$ cat config.mk
export PLATFORM = sky130hd
export DESIGN_NAME = cn_c2v_gen
export DESIGN_NICKNAME = d
export VERILOG_FILES = /design/src/rtl/cn_c2v_gen.sv
export SDC_FILE = /design/constraint.sdc
export NUM_CORES = 1
export LEC_CHECK = 0
export CAP_MARGIN = 20
export CORE_MARGIN = 1
export CORE_UTILIZATION = 35
export CTS_BUF_LIST = sky130_fd_sc_hd__clkbuf_4 sky130_fd_sc_hd__clkbuf_8
export DETAILED_ROUTE_END_ITERATION = 7
export HOLD_SLACK_MARGIN = 0.08
export SYNTH_ARGS = -nofsm -noshare
export SYNTH_HDL_FRONTEND = slang
export SYNTH_SLANG_ARGS = --single-unit
$ cat constraint.sdc
create_clock -name i_clk -period 4.95 [get_ports i_clk]
set_input_delay 1.485 -clock i_clk [delete_from_list [all_inputs] [get_ports i_clk]]
set_output_delay 1.485 -clock i_clk [all_outputs]
set_load 0.1 [all_outputs]
$ cat src/rtl/cn_c2v_gen.sv
// cn_c2v_gen: per-row compressed check-node state store and C2V message regenerator
// Ports: i_clk/i_rst_n clock and async active-low reset; i_flush unseeds all rows;
//   i_upd_* writes {min2,min1}, min1 column, total sign of a row;
//   i_req_* asks for the C2V of a row/column; o_c2v_* returns it 2 cycles later.
// Define C2V_SCALE_EN for normalized (3/4) min-sum instead of offset min-sum.
module cn_c2v_gen #(
  parameter int MSG_WIDTH   = 6,
  parameter int COL_CNT_WID = 7,
  parameter int ROW_NUM     = 16,
  parameter int ROW_WID     = 4,
  parameter int OFFSET      = 1
) (
  input  logic                       i_clk,
  input  logic                       i_rst_n,
  input  logic                       i_flush,
  input  logic                       i_upd_vld,
  input  logic [ROW_WID-1:0]         i_upd_row,
  input  logic [(MSG_WIDTH-1)*2-1:0] i_upd_abs,
  input  logic [COL_CNT_WID-1:0]     i_upd_idx,
  input  logic                       i_upd_sign_tot,
  input  logic                       i_req_vld,
  input  logic [ROW_WID-1:0]         i_req_row,
  input  logic [COL_CNT_WID-1:0]     i_req_col,
  input  logic                       i_req_sign,
  output logic                       o_c2v_vld,
  output logic [MSG_WIDTH-1:0]       o_c2v,
  output logic [ROW_WID-1:0]         o_c2v_row
);
  localparam int M  = MSG_WIDTH - 1;
  localparam int RN = 2 ** ROW_WID;
  // one bit per addressable row: set where the row actually exists
  localparam logic [RN-1:0] ROW_OK = {RN{1'b1}} >> (RN - ROW_NUM);
  logic [M-1:0]           min1_q [RN], min1_d [RN], min2_q [RN], min2_d [RN];
  logic [COL_CNT_WID-1:0] idx_q [RN], idx_d [RN];
  logic [RN-1:0]          sgn_q, sgn_d, seed_q, seed_d;
  logic                   s1_vld_q, s1_vld_d, s1_seed_q, s1_seed_d, s1_sgn_q, s1_sgn_d;
  logic                   s1_rsgn_q, s1_rsgn_d;
  logic [M-1:0]           s1_min1_q, s1_min1_d, s1_min2_q, s1_min2_d;
  logic [COL_CNT_WID-1:0] s1_idx_q, s1_idx_d, s1_col_q, s1_col_d;
  logic [ROW_WID-1:0]     s1_row_q, s1_row_d, c2v_row_q, c2v_row_d;
  logic                   c2v_vld_q, c2v_vld_d;
  logic [MSG_WIDTH-1:0]   c2v_q, c2v_d;
  logic                   upd_ok, byp;
  logic [M-1:0]           mag, corr;
  logic [M+1:0]           mag3;
  assign upd_ok = i_upd_vld && ROW_OK[i_upd_row];
  // a same-cycle update of the requested row is forwarded so the request sees the new state
  assign byp    = upd_ok && (i_upd_row == i_req_row);
  always_comb begin
    min1_d = min1_q;
    min2_d = min2_q;
    idx_d  = idx_q;
    sgn_d  = sgn_q;
    seed_d = i_flush ? '0 : seed_q;
    if (upd_ok) begin
      min1_d[i_upd_row] = i_upd_abs[M-1:0];
      min2_d[i_upd_row] = i_upd_abs[2*M-1:M];
      idx_d[i_upd_row]  = i_upd_idx;
      sgn_d[i_upd_row]  = i_upd_sign_tot;
      seed_d[i_upd_row] = 1'b1;
    end
  end
  always_comb begin
    s1_vld_d  = i_req_vld;
    s1_min1_d = byp ? i_upd_abs[M-1:0] : min1_q[i_req_row];
    s1_min2_d = byp ? i_upd_abs[2*M-1:M] : min2_q[i_req_row];
    s1_idx_d  = byp ? i_upd_idx : idx_q[i_req_row];
    s1_sgn_d  = byp ? i_upd_sign_tot : sgn_q[i_req_row];
    s1_seed_d = byp || (ROW_OK[i_req_row] && !i_flush && seed_q[i_req_row]);
    s1_col_d  = i_req_col;
    s1_rsgn_d = i_req_sign;
    s1_row_d  = i_req_row;
  end
  always_comb begin
    mag  = (s1_col_q == s1_idx_q) ? s1_min2_q : s1_min1_q;
    mag3 = {2'b00, mag} + {1'b0, mag, 1'b0};
`ifdef C2V_SCALE_EN
    corr = mag3[M+1:2];
`else
    corr = (mag > M'(OFFSET)) ? mag - M'(OFFSET) : '0;
`endif
    c2v_d     = s1_seed_q ? {(s1_sgn_q ^ s1_rsgn_q) && (|corr), corr} : '0;
    c2v_vld_d = s1_vld_q;
    c2v_row_d = s1_row_q;
  end
  always_ff @(posedge i_clk or negedge i_rst_n) begin
    if (!i_rst_n) begin
      min1_q    <= '{default: '1};
      min2_q    <= '{default: '1};
      idx_q     <= '{default: '1};
      sgn_q     <= '0;
      seed_q    <= '0;
      s1_vld_q  <= 1'b0;
      s1_seed_q <= 1'b0;
      s1_sgn_q  <= 1'b0;
      s1_rsgn_q <= 1'b0;
      s1_min1_q <= '0;
      s1_min2_q <= '0;
      s1_idx_q  <= '0;
      s1_col_q  <= '0;
      s1_row_q  <= '0;
      c2v_vld_q <= 1'b0;
      c2v_q     <= '0;
      c2v_row_q <= '0;
    end else begin
      min1_q    <= min1_d;
      min2_q    <= min2_d;
      idx_q     <= idx_d;
      sgn_q     <= sgn_d;
      seed_q    <= seed_d;
      s1_vld_q  <= s1_vld_d;
      s1_seed_q <= s1_seed_d;
      s1_sgn_q  <= s1_sgn_d;
      s1_rsgn_q <= s1_rsgn_d;
      s1_min1_q <= s1_min1_d;
      s1_min2_q <= s1_min2_d;
      s1_idx_q  <= s1_idx_d;
      s1_col_q  <= s1_col_d;
      s1_row_q  <= s1_row_d;
      c2v_vld_q <= c2v_vld_d;
      c2v_q     <= c2v_d;
      c2v_row_q <= c2v_row_d;
    end
  end
  assign o_c2v_vld = c2v_vld_q;
  assign o_c2v     = c2v_q;
  assign o_c2v_row = c2v_row_q;
endmodule

# == After elaboration in Yosys (flattened, before gate mapping) ==
# Memories as Yosys holds them, arrays and structs flattened.
# Index checks and enable logic that the tools add are counted.
# word_totals
ff_bits,347
latch_bits,0
mem_bits_rw,0
rom_bits,32
inputBits,39
out_inout_bits,11
memories,2
# mem_list
name,words,width,read_ports,rd_ports_with_merged_regs,wr,line,text
(no name shown),16,1,1,0,0,69,s1_seed_d = byp || (ROW_OK[i_req_row] && !i_flush && seed_q[i_req_row]);
(no name shown),16,1,1,0,0,46,assign upd_ok = i_upd_vld && ROW_OK[i_upd_row];
# classes
add_sub_neg,1
mul,0
n_div,0
magnitude_cmp,7
n_eq_ne,2
n_shift,0
n_mux,34
n_bitwise,4
n_reduce_logical,10
# op_table
operator,count
80-bit bitwise mux,2
112-bit bitwise mux,1
5-bit two-way mux,9
5-bit binary-select mux with 4-bit select,2
16-bit two-way mux,2
7-bit binary-select mux with 4-bit select,1
7-bit demux with 4-bit select,1
7-bit two-way mux,4
5-bit demux with 4-bit select,1
16-bit bitwise mux,1
16-bit bitwise OR,1
"5-bit greater-or-equal comparator, second input constant",2
"4-bit by 5-bit less-than comparator with 1-bit output, second input constant",2
4-bit inverter with 5-bit output,2
1-bit binary-select mux with 4-bit select,2
7-bit == test,1
1-bit logical AND,7
1-bit two-way mux,6
6-bit two-way mux,1
"5-bit by 1-bit > comparator with 1-bit output, second input constant",1
"5-bit by 1-bit less-than comparator with 1-bit output, second input constant",1
5-bit OR reduction,1
"5-bit by 1-bit subtractor with 5-bit output, second input constant",1
1-bit demux with 4-bit select,1
other kinds (5),5

# == Longest topological paths before layout ==
# depth
depth_word,7
ltp_mapped,12
depth_no_buf,11

# == Worst setup path after synthesis ==
# No wires, ideal clock.
# synth_timing
path_type,input to register
start,input i_req_row[1]
end,register s1_idx_q[0]
setup_time_ns,0.125
arrival_time_ns,3.182
required_time_ns,4.825
path_slack_ns,1.643
cell_stages,5
n_path_buf,2
path_cell_list,clkbuf_1 -> clkbuf_1 -> mux4_2 -> mux4_2 -> mux2_2
# synth_between
elab_chain_len,5
# synth_rtl
item,line,text
start: declaration,22,"input logic [ROW_WID-1:0] i_req_row,"
4-bit inverter with 5-bit output (not written as such),67,s1_idx_d = byp ? i_upd_idx : idx_q[i_req_row];
7-bit binary-select mux with 4-bit select,67,
7-bit two-way mux (not written as such) (2 in series),67,
7-bit two-way mux *,67,
named net s1_idx_d[0],39,"logic [COL_CNT_WID-1:0] s1_idx_q, s1_idx_d, s1_col_q, s1_col_d;"
end signal: assignment,117,s1_idx_q <= s1_idx_d;
end: declaration,39,
# Mark *: on every way through the listed nets, which the timed path passes. The rest lies on a longest branch. The select of a mux whose other input is x is not followed.
# A chain may end at the register's enable or synchronous reset.

# == Final worst setup path ==
# layout_timing
start,register c2v_row_q[2] (netlist: o_c2v_row[2])
end,output o_c2v_row[2]
# layout_rtl
item,line,text
start: declaration,40,"logic [ROW_WID-1:0] s1_row_q, s1_row_d, c2v_row_q, c2v_row_d;"
start signal: assignment,122,c2v_row_q <= c2v_row_d;
end: declaration,27,output logic [ROW_WID-1:0] o_c2v_row
# No word-level cell between the ends.

==> summary.txt <==
Setup Fix Bufs, Post-CTS = 0
WS Path Type = reg2out
clk slew on worst S/H paths = 60 ps
max_slew headroom = 34.9%
maximum number of pins on one net before global-route repair = 111
Worst Tran Pin Value = 973 ps
DRT antenna net count = 0
largest fanout on the critical path = 1
power per cell area = 454 nW/um^2
dpl cell area = 17,000 sq um
Total Wirelength = 37.9 mm
root buffer cell = clkbuf_8
Worst EP required = 3460 ps
CTS Buf Count = 58
fin. max-slew vios = 0
Crit path max-delay family = buffers and inverters
RSZ-0062 raised after global routing = false
fill cell count = 3,949
crit path DAT = 2110 ps
routability cong. = 0.764
worst skew pair latency = 640 ps
number of global-route vias before repair = 9,330
Critical Path End Type = output pin
Top Ports = 50
PostCTS Resize Cnt = 0
Gate Count Post-Synth = 935
vias post-DR = 8,534
Synth Net Count = 976
Design Area, Final = 18,200 sq um
Sink Count = 347
max cap viols = 0
row count = 77
Post-synth ARST share = 100%
TritonRoute pass-1 iters = 4
reg2reg setup slack = 2260 ps
layout cells sized above 1 = 78.4%
number of synthesized flops with an enable pin = 0
Hold Violations, Final = 0
hold_buf cts = 0
most common cell after layout, fill and taps aside = mux2_2
#FFs+latches synth = 347
worst-case clock buffer depth = 3
critical path buffer and inverter count = 1
Static Leak = 0.00713 uW
CTS tree = done
setup TNS = 0 ps
CP max stage delay = 1130 ps
Peak Freq = 278 MHz
Final period util = 72.6%
YS warnings = 0
sequential area share after synthesis = 57.4%
Detailed Route Iter0 Violations = 435
n_diodes = 0
Fin Clk Skew = 14.9 ps
FF/Latch Area = 9020 sq um
WL per Instance = 23.0 microns
Peak VDD IR = 0.200 mV
footprint of the multi-input gates = 6330 sq um
minimum clock period = 3590 ps
ys flop type = dfstp_2
initial antenna violation count = 0
H-tree levels = 2
outcome = finished clean
grt total ovfl = 0
Die X = 214 microns
Die H = 214 microns
initial cell density of the core = 35.5%
P&R area growth vs syn = 16.0%
routed vias/inst = 5.17
most frequent cells in the layout = mux2_2, dfstp_2, mux4_2
port buffer count = 49
die area = 45,800 sq um
slowest stage cell, crit path = clkdlybuf4s50_1
Mapped Avg Cell Area = 16.8 sq um
Core Area = 44,200 sq um
Cell variety after synth = 41
nets@finish = 1,051
Final HPWL DP = 21.5 mm
final setup vio count = 0
global-route wire length before repair = 59.7 mm
Hold Path Class = reg2reg
CP cell instances = clkdlybuf4s50_1
post-synth design cell area = 15,700 sq um
type of origin of the critical path = flop
GRT Util Overall = 17.2%
DRC Markers = 0
[flip-flops by register name (all words and copies together), names as in the netlist, 6 cells and up]
name      count
idx_q       112
min1_q       80
min2_q       80
o_c2v         6
s1_col_q      7
s1_idx_q      7
seed_q       16
sgn_q        16
[per-layer routing]
| metal | GRT usage (%) | vias to the layer above | wire [microns] |
|---|---|---|---|
| met1 | 24.2 | 4668 | 17600 |
| met5 | 0 | - | 0 |
| met4 | 4.75 | 0 | 704 |
| li1 | - | 3655 | - |
| met2 | 27.4 | 155 | 18100 |
| met3 | 3.13 | 56 | 1560 |
[synth_stat cells (2+ instances only)]
cell       number  share of area, %
mux2i_1         3              0.19
ha_1            2              0.16
xor2_1          4              0.22
inv_1          13              0.31
a21o_1         11              0.53
nand2b_1       10              0.40
mux4_2         95                14
o2111ai_1       2              0.11
and3_1          2             0.080
nand4_1         2             0.080
mux2_2        306                22
a211oi_1        3              0.14
nand3_1         5              0.16
and4_1          2              0.11
or2_2           2             0.080
buf_12          4              0.51
dfrtp_1        75                12
clkbuf_1       35              0.84
nor3_1          3             0.095
nand3b_1        3              0.14
buf_1           6              0.14
a21oi_1         2             0.064
nor2_1         18              0.43
buf_2          19              0.60
dfstp_2       272                45
nand2_1         4             0.095
xnor2_1         8              0.45
o21ai_0        11              0.35
[area by class of cell]
class	instances	share of cell area, %
repair buffers	80	4.53
inverters	13	0.268
clock buffers	100	6.66
multi-input cells	510	34.7
flip-flops and latches	347	49.5
clock inverters	9	0.309
well taps	592	4.06
[worst paths after layout]
| kind | from | end | cells after the start |
|---|---|---|---|
| min | c2v_row_d[2]$_DFF_PN0_ | o_c2v_row[2]$_DFF_PN0_ | 0 |
| max | o_c2v_row[2]$_DFF_PN0_ | o_c2v_row[2] | 1 |
| min reg2reg | c2v_row_d[2]$_DFF_PN0_ | o_c2v_row[2]$_DFF_PN0_ | 0 |
| max in group asynchronous | i_rst_n | min1_q[53]$_DFFE_PN1P_ | 2 |
| min in group asynchronous | i_rst_n | o_c2v_row[0]$_DFF_PN0_ | 1 |
| max reg2reg | s1_idx_q[1]$_DFF_PN0_ | o_c2v[4]$_DFF_PN0_ | 9 |
[kinds of logic after synthesis]
logic type / Yosys count / share of synthesized area (%)
AOI/OAI and AO/OA: 37 / 1.61
xor gates and xnor gates: 12 / 0.669
adders and majority gates: 2 / 0.159
buffers and inverters: 78 / 2.48
DFF: 347 / 57.4
muxes: 404 / 35.7
and+or+nand+nor: 55 / 1.95
[stage by stage]
| step | setup slack [ps] | total power, uW | hold slack [ps] | cells | utilization [%] |
|---|---|---|---|---|---|
| after global routing | 1290 | 8720 | 327 | 1651 | 41.2 |
| after detailed placement | 1190 | 5640 | 335 | 1542 | 38.4 |
| after floorplan | 1640 | 5190 | 331 | 935 | - |
| final | 1360 | 8280 | 329 | 1651 | 41.2 |
| after CTS | 1290 | 8400 | 321 | 1651 | 41.2 |
| after global placement | 1190 | 5580 | 331 | 1542 | 38.4 |
[power breakdown]
| part | switching [uW] | internal, uW | total (uW) | leakage [uW] |
|---|---|---|---|---|
| clock | 1160 | 1540 | 2700 | 0.000676 |
| sequential | 349 | 3820 | 4170 | 0.00380 |
| combinational | 538 | 876 | 1410 | 0.00266 |
(Power assumes the default switching activity.)
==> RTL change 1 (config.mk and constraints unchanged) <==
Build with the macro `C2V_SCALE_EN` defined.
--- a/src/rtl/cn_c2v_gen.sv
+++ b/src/rtl/cn_c2v_gen.sv
@@ -3,6 +3,8 @@
 //   i_upd_* writes {min2,min1}, min1 column, total sign of a row;
 //   i_req_* asks for the C2V of a row/column; o_c2v_* returns it 2 cycles later.
 // Define C2V_SCALE_EN for normalized (3/4) min-sum instead of offset min-sum.
+`define C2V_SCALE_EN
+
 module cn_c2v_gen #(
   parameter int MSG_WIDTH   = 6,
   parameter int COL_CNT_WID = 7,
Check against the original RTL: not equivalent (Yosys sat finds a counterexample within 4 cycles, from zero or initial values and one cycle with i_rst_n low).
==> RTL change 1 against the original RTL <==
  * Worst setup slack improved by 0.017 ns
  * Combinational power rose by 4%
  * Routed wire length is 4.3% lower
  * Cell area rose by 0.42%
  * Clock power increased by 6%
  * Total power rose by 2.6%
  * Register-to-register slack got worse by 0.83 ns
  * Sequential share of layout area down 0.21 points
  * Utilization grew 0.17 points
  * Sequential cell count unchanged
  * Area after synthesis barely moved
==> RTL change 1: results (changes against the original RTL) <==
stage	metric	value	unit	change
global_route	grtUsageTotal	16.9	%	-0.35 points
sta	fin_worst_skew	0.0312	ns	+0.0163 ns
power_and_ir_drop	vdd_drop_max	0.000205	V	+2.3%
worst_setup_path	cp_max_fo	1		unchanged
synth	synth_cell_type_count	36		-12%
placement	globalplace.congestion	0.749		-2.0%
routing	drtIter0Drc	438		+0.69%
final_layout	reg_top3	idx_q: 112 flops, min1_q: 80 flops, min2_q: 80 flops		
synth	async_flop_share	100	%	unchanged
clock_tree	htreeDepth	2		unchanged
synth	muxShareOfSynthArea	36.0	%	+0.23 points
routing	firstDrtPassIters	4		unchanged
run	cap_viol_max_count	0		unchanged
synth	synthAdderAreaFrac	0.287	%	+0.13 points
final_layout	drive_gt1_share	79.1	%	+0.77 points
global_route	grt_pass1_wl	57300	µm	-4.1%
worst_setup_path	r2r-start	s1_idx_q[4]$_DFF_PN0_		
min_path	min_from	c2v_row_d[1]$_DFF_PN0_		
worst_setup_path	startpoint	o_c2v_row[0]$_DFF_PN0_		
synth	ys_seq_area_share	57.4	%	about the same
clock_tree	cts.clk_slew.worst_paths	0.06	ns	about the same
global_route	grt_max_degree	109		-1.8%
placement	dp_hpwl	21800	µm	+1.7%
power_and_ir_drop	p_leak	7.21	nW	+1.1%
clock_tree	postCtsSetupBuffers	0		unchanged
worst_setup_path	cp_slowest_cell	clkdlybuf4s50_1		
run_status	outcome	complete, no violations		
worst_setup_path	crit_family	buffers and inverters		
synth	yosys_warnings	0		unchanged
clock_tree	cts_buffers	59		+1.7%
sta	tightest_slew	0.969	ns	-0.00452 ns
synth	yosys_most_used_dff	dfstp_2		
global_route	grt_pass1_vias	9124		-2.2%
synth	synth_compound_area_share	1.35	%	-0.26 points
worst_setup_path	arrival	2.09	ns	-0.02 ns
routing	ant_nets	0		unchanged
routing	vias_per_cell	5.05		-2.4%
clock_tree	cts_root_buf	clkbuf_8		
placement	portBuffers	49		unchanged
synth	netlist_top_cells_area	dfstp_2, mux2_2, mux4_2		
worst_setup_path	critPathMaxStageDelay	1.12	ns	
synth	syn-num-nets	968		-0.82%
final_layout	diodes	0		unchanged
synth	synth_common_cells	mux2_2, dfstp_2, mux4_2, dfrtp_1, clkbuf_1		
routing	drt-total-wl	36300	µm	-4.3%
clock_tree	cts_resized	0		unchanged
clock_tree	clk_latency	0.65	ns	
synth	synthXorXnorAreaFrac	1.00	%	+0.33 points
min_path	hold_class	register to register		
global_route	antenna_found_initial	0		unchanged
final_layout	nets	1047		-0.38%
clock_tree	clk_path_buf_depth	3		unchanged
placement	place_area	17000	µm²	about the same
-- RTL change 1: per-stage QoR --
step                cells  setup WS (ns)
CTS                  1647           1.30
floorplan             926           1.73
global route         1647           1.15
global placement     1536           1.12
finish               1647           1.37
detailed placement   1536           1.06
-- RTL change 1: routing by layer --
layer | share of wire (%) | wire length (µm) | GRT usage, %
met1 | 46 | 16700 | 23.2
met2 | 48 | 17500 | 27.0
met5 | 0 | 0 | 0
met3 | 3.6 | 1310 | 3.27
met4 | 2.2 | 789 | 5.39
-- RTL change 1: final timing paths --
path | end | slack, ns | cells past startpoint
worst min-delay path | o_c2v_row[1]$_DFF_PN0_ | 0.35 | 0
worst min register to register | o_c2v_row[1]$_DFF_PN0_ | 0.35 | 0
worst max-delay path | o_c2v_row[0] | 1.37 | 1
max in group asynchronous | idx_q[72]$_DFFE_PN1P_ | 3.03 | 2
worst max register to register | o_c2v[5]$_DFF_PN0_ | 1.43 | 12
min in group asynchronous | c2v_vld_d$_DFF_PN0_ | 0.93 | 1
-- RTL change 1: layout make-up --
| type | count | area [µm²] |
|---|---|---|
| Fill cell | 4023 | 25900 |
| Sequential cell | 347 | 9020 |
| Multi-Input combinational cell | 506 | 6340 |
| Clock buffer | 95 | 1180 |
| Timing Repair Buffer | 81 | 813 |
| Tap cell | 592 | 741 |
| Clock inverter | 16 | 176 |
| Inverter | 10 | 37.5 |
-- RTL change 1: power by group --
group | leakage [nW] | switching [W] | total (W) | internal (W)
logic | 2.69 | 0.000555 | 0.00146 | 0.000907
registers | 3.80 | 0.000347 | 0.00417 | 0.00382
clock network | 0.725 | 0.00120 | 0.00287 | 0.00168
total | 7.21 | 0.00210 | 0.00850 | 0.00640
==> RTL change 2 (same settings) <==
Without the edit above. The output `o_c2v_vld` loses its register stage (`c2v_vld_q` becomes a continuous assignment).
--- a/src/rtl/cn_c2v_gen.sv
+++ b/src/rtl/cn_c2v_gen.sv
@@ -99,7 +99,6 @@
       s1_idx_q  <= '0;
       s1_col_q  <= '0;
       s1_row_q  <= '0;
-      c2v_vld_q <= 1'b0;
       c2v_q     <= '0;
       c2v_row_q <= '0;
     end else begin
@@ -117,11 +116,12 @@
       s1_idx_q  <= s1_idx_d;
       s1_col_q  <= s1_col_d;
       s1_row_q  <= s1_row_d;
-      c2v_vld_q <= c2v_vld_d;
       c2v_q     <= c2v_d;
       c2v_row_q <= c2v_row_d;
     end
   end
+
+  assign c2v_vld_q = c2v_vld_d;
   assign o_c2v_vld = c2v_vld_q;
   assign o_c2v     = c2v_q;
   assign o_c2v_row = c2v_row_q;
Behaviour: not the same (a bounded check fails within 4 cycles, from zero or initial values and one cycle with i_rst_n low).
==> RTL change 2 against the original RTL <==
  * Cell area fell by 0.11%
  * Register-to-register slack lost 0.10 ns
  * Hold slack gained 0.022 ns
  * Critical path type unchanged
  * First-iteration DRC count grew 6.4%
  * Area after synthesis is 0.16% lower
  * Total power is 0.27% higher
  * Sequential cell count decreased by 1
  * Highest routed layer unchanged
  * Routed wire length shrank 1.0%
  * Critical path depth stayed put
  * Worst setup slack improved by 0.013 ns
==> RTL change 2: results (changes against the original RTL) <==
stage	metric	value	unit	change
run_status	outcome	complete, no violations		
worst_setup_path	cp_max_fo	1		unchanged
power_and_ir_drop	power_switching	0.00205	W	+0.12%
run	cap_viol_max_count	0		unchanged
min_path	min_from	c2v_row_d[0]$_DFF_PN0_		
worst_setup_path	cp_slowest_cell	clkdlybuf4s50_1		
global_route	grt_pass1_vias	9072		-2.8%
final_layout	reg_top3	idx_q: 112 flops, min1_q: 80 flops, min2_q: 80 flops		
power_and_ir_drop	vdd_drop_max	0.000204	V	+1.8%
synth	async_flop_share	100	%	unchanged
synth	syn-num-nets	975		-0.10%
synth	synth_cell_type_count	41		unchanged
clock_tree	cts.clk_slew.worst_paths	0.06	ns	about the same
global_route	antenna_found_initial	0		unchanged
worst_setup_path	r2r_slack	2.16	ns	-0.10 ns
synth	synth_cells	934		-0.11%
clock_tree	postCtsSetupBuffers	0		unchanged
routing	vias	8458		-0.89%
placement	portBuffers	49		unchanged
synth	netlist_top_cells_area	dfstp_2, mux2_2, mux4_2		
final_layout	areaGrowthSynthToFinish	16.1	%	about the same
placement	dp_hpwl	22200	µm	+3.5%
synth	ys_seq_area_share	57.3	%	-0.068 points
global_route	grt_pass1_wl	58500	µm	-1.9%
min_path	hold_class	register to register		
final_layout	layout.cells.non_filler	1644		-0.42%
clock_tree	cts_buffers	60		+3.4%
placement	globalplace.congestion	0.752		-1.5%
final_layout	nFillCells	3998		+1.2%
clock_tree	clk_latency	0.64	ns	about the same
clock_tree	clk_path_buf_depth	3		unchanged
sta	fin_worst_skew	0.0300	ns	+0.0150 ns
global_route	grt_max_degree	122		+9.9%
worst_setup_path	r2r-end	o_c2v[4]$_DFF_PN0_		
power_and_ir_drop	p_leak	7.12	nW	about the same
placement	dp.cells	1540		-0.13%
routing	post_drt_wl_per_cell	22.8	µm	-0.60%
final_layout	diodes	0		unchanged
final_layout	drive_gt1_share	78.2	%	-0.14 points
routing	firstDrtPassIters	4		unchanged
worst_setup_path	crit_family	buffers and inverters		
worst_setup_path	r2r-start	s1_idx_q[4]$_DFF_PN0_		
routing	drtIter0Drc	463		+6.4%
global_route	grtUsageTotal	17.4	%	+0.16 points
sta	slew_headroom	34.0	%	-0.91 points
worst_setup_path	arrival	2.09	ns	-0.02 ns
clock_tree	cts_root_buf	clkbuf_8		
synth	yosys_most_used_dff	dfstp_2		
synth	synth_common_cells	mux2_2, dfstp_2, mux4_2, dfrtp_1, clkbuf_1		
min_path	worst_hold_path.endpoint	o_c2v_row[0]$_DFF_PN0_		
## RTL change 2: cell types whose count changed in the layout (fill, tap and decap cells not counted), sizes merged
cell           before  now
clkinvlp            3    0
bufinv              0    1
clkdlybuf4s50      44   45
clkinv              5    2
buf                36   34
dfrtp              75   74
## RTL change 2: area by class of cell
cell class / instances / area share [%]
Clock inverter: 4 / 0.282
Timing Repair Buffer: 79 / 4.66
Inverter: 13 / 0.268
Sequential cell: 346 / 49.4
Tap cell: 592 / 4.07
Multi-Input combinational cell: 510 / 34.7
Clock buffer: 100 / 6.59
## RTL change 2: per-layer routing
metal | global-route usage, % | part of all wire (%) | up-vias
met1 | 25.2 | 46 | 4576
met5 | 0 | 0 | -
met3 | 3.19 | 4.8 | 71
met4 | 5.25 | 2.2 | 0
li1 | - | - | 3638
met2 | 26.6 | 47 | 173
## RTL change 2: logic make-up after synthesis
| logic type | after synthesis | share of synthesized area [%] |
|---|---|---|
| AO/OA/AOI/OAI | 37 | 1.61 |
| XOR/XNOR | 12 | 0.670 |
| adder cells (fa/ha/maj) | 2 | 0.159 |
| buffers and inverters | 78 | 2.48 |
| flip-flops | 346 | 57.3 |
| multiplexers | 404 | 35.8 |
| AND/OR/NAND/NOR | 55 | 1.95 |
## RTL change 2: power by group through the flow
| stage | Sequential (W) | Clock, W | Combinational [W] |
|---|---|---|---|
| after global placement | 0.00417 | 0 | 0.00141 |
| final | 0.00415 | 0.00272 | 0.00144 |
| after global routing | 0.00424 | 0.00294 | 0.00156 |
| after CTS | 0.00415 | 0.00281 | 0.00146 |
| after detailed placement | 0.00419 | 0 | 0.00145 |
| after floorplan | 0.00408 | 0 | 0.00110 |
## RTL change 2: how the worst max path moves through the flow
stage                                start                    end  slack, ns  depth (start not counted)
finish              o_c2v_row[3]$_DFF_PN0_           o_c2v_row[3]       1.37                          1
detailed placement            i_req_row[3]  s1_idx_q[5]$_DFF_PN0_       1.08                          5
CTS                    o_c2v_vld$_DFF_PN0_              o_c2v_vld       1.31                          1
floorplan                     i_req_row[1]  s1_idx_q[0]$_DFF_PN0_       1.64                          5
global route        o_c2v_row[3]$_DFF_PN0_           o_c2v_row[3]       1.27                          1
global placement              i_upd_row[3]   sgn_q[6]$_DFFE_PN0P_       1.12                          5
## RTL change 2: per-stage QoR
step	utilization, %	total power (W)	worst slack [ns]	area [µm²]	hold slack (ns)
2_1_floorplan	-	0.00518	1.64	15700	0.331
3_3_place_gp	38.4	0.00558	1.12	17000	0.335
3_5_place_dp	38.4	0.00565	1.08	17000	0.342
4_1_cts	41.2	0.00842	1.31	18200	0.352
5_1_grt	41.2	0.00873	1.27	18200	0.362
6_report	41.2	0.00831	1.37	18200	0.351
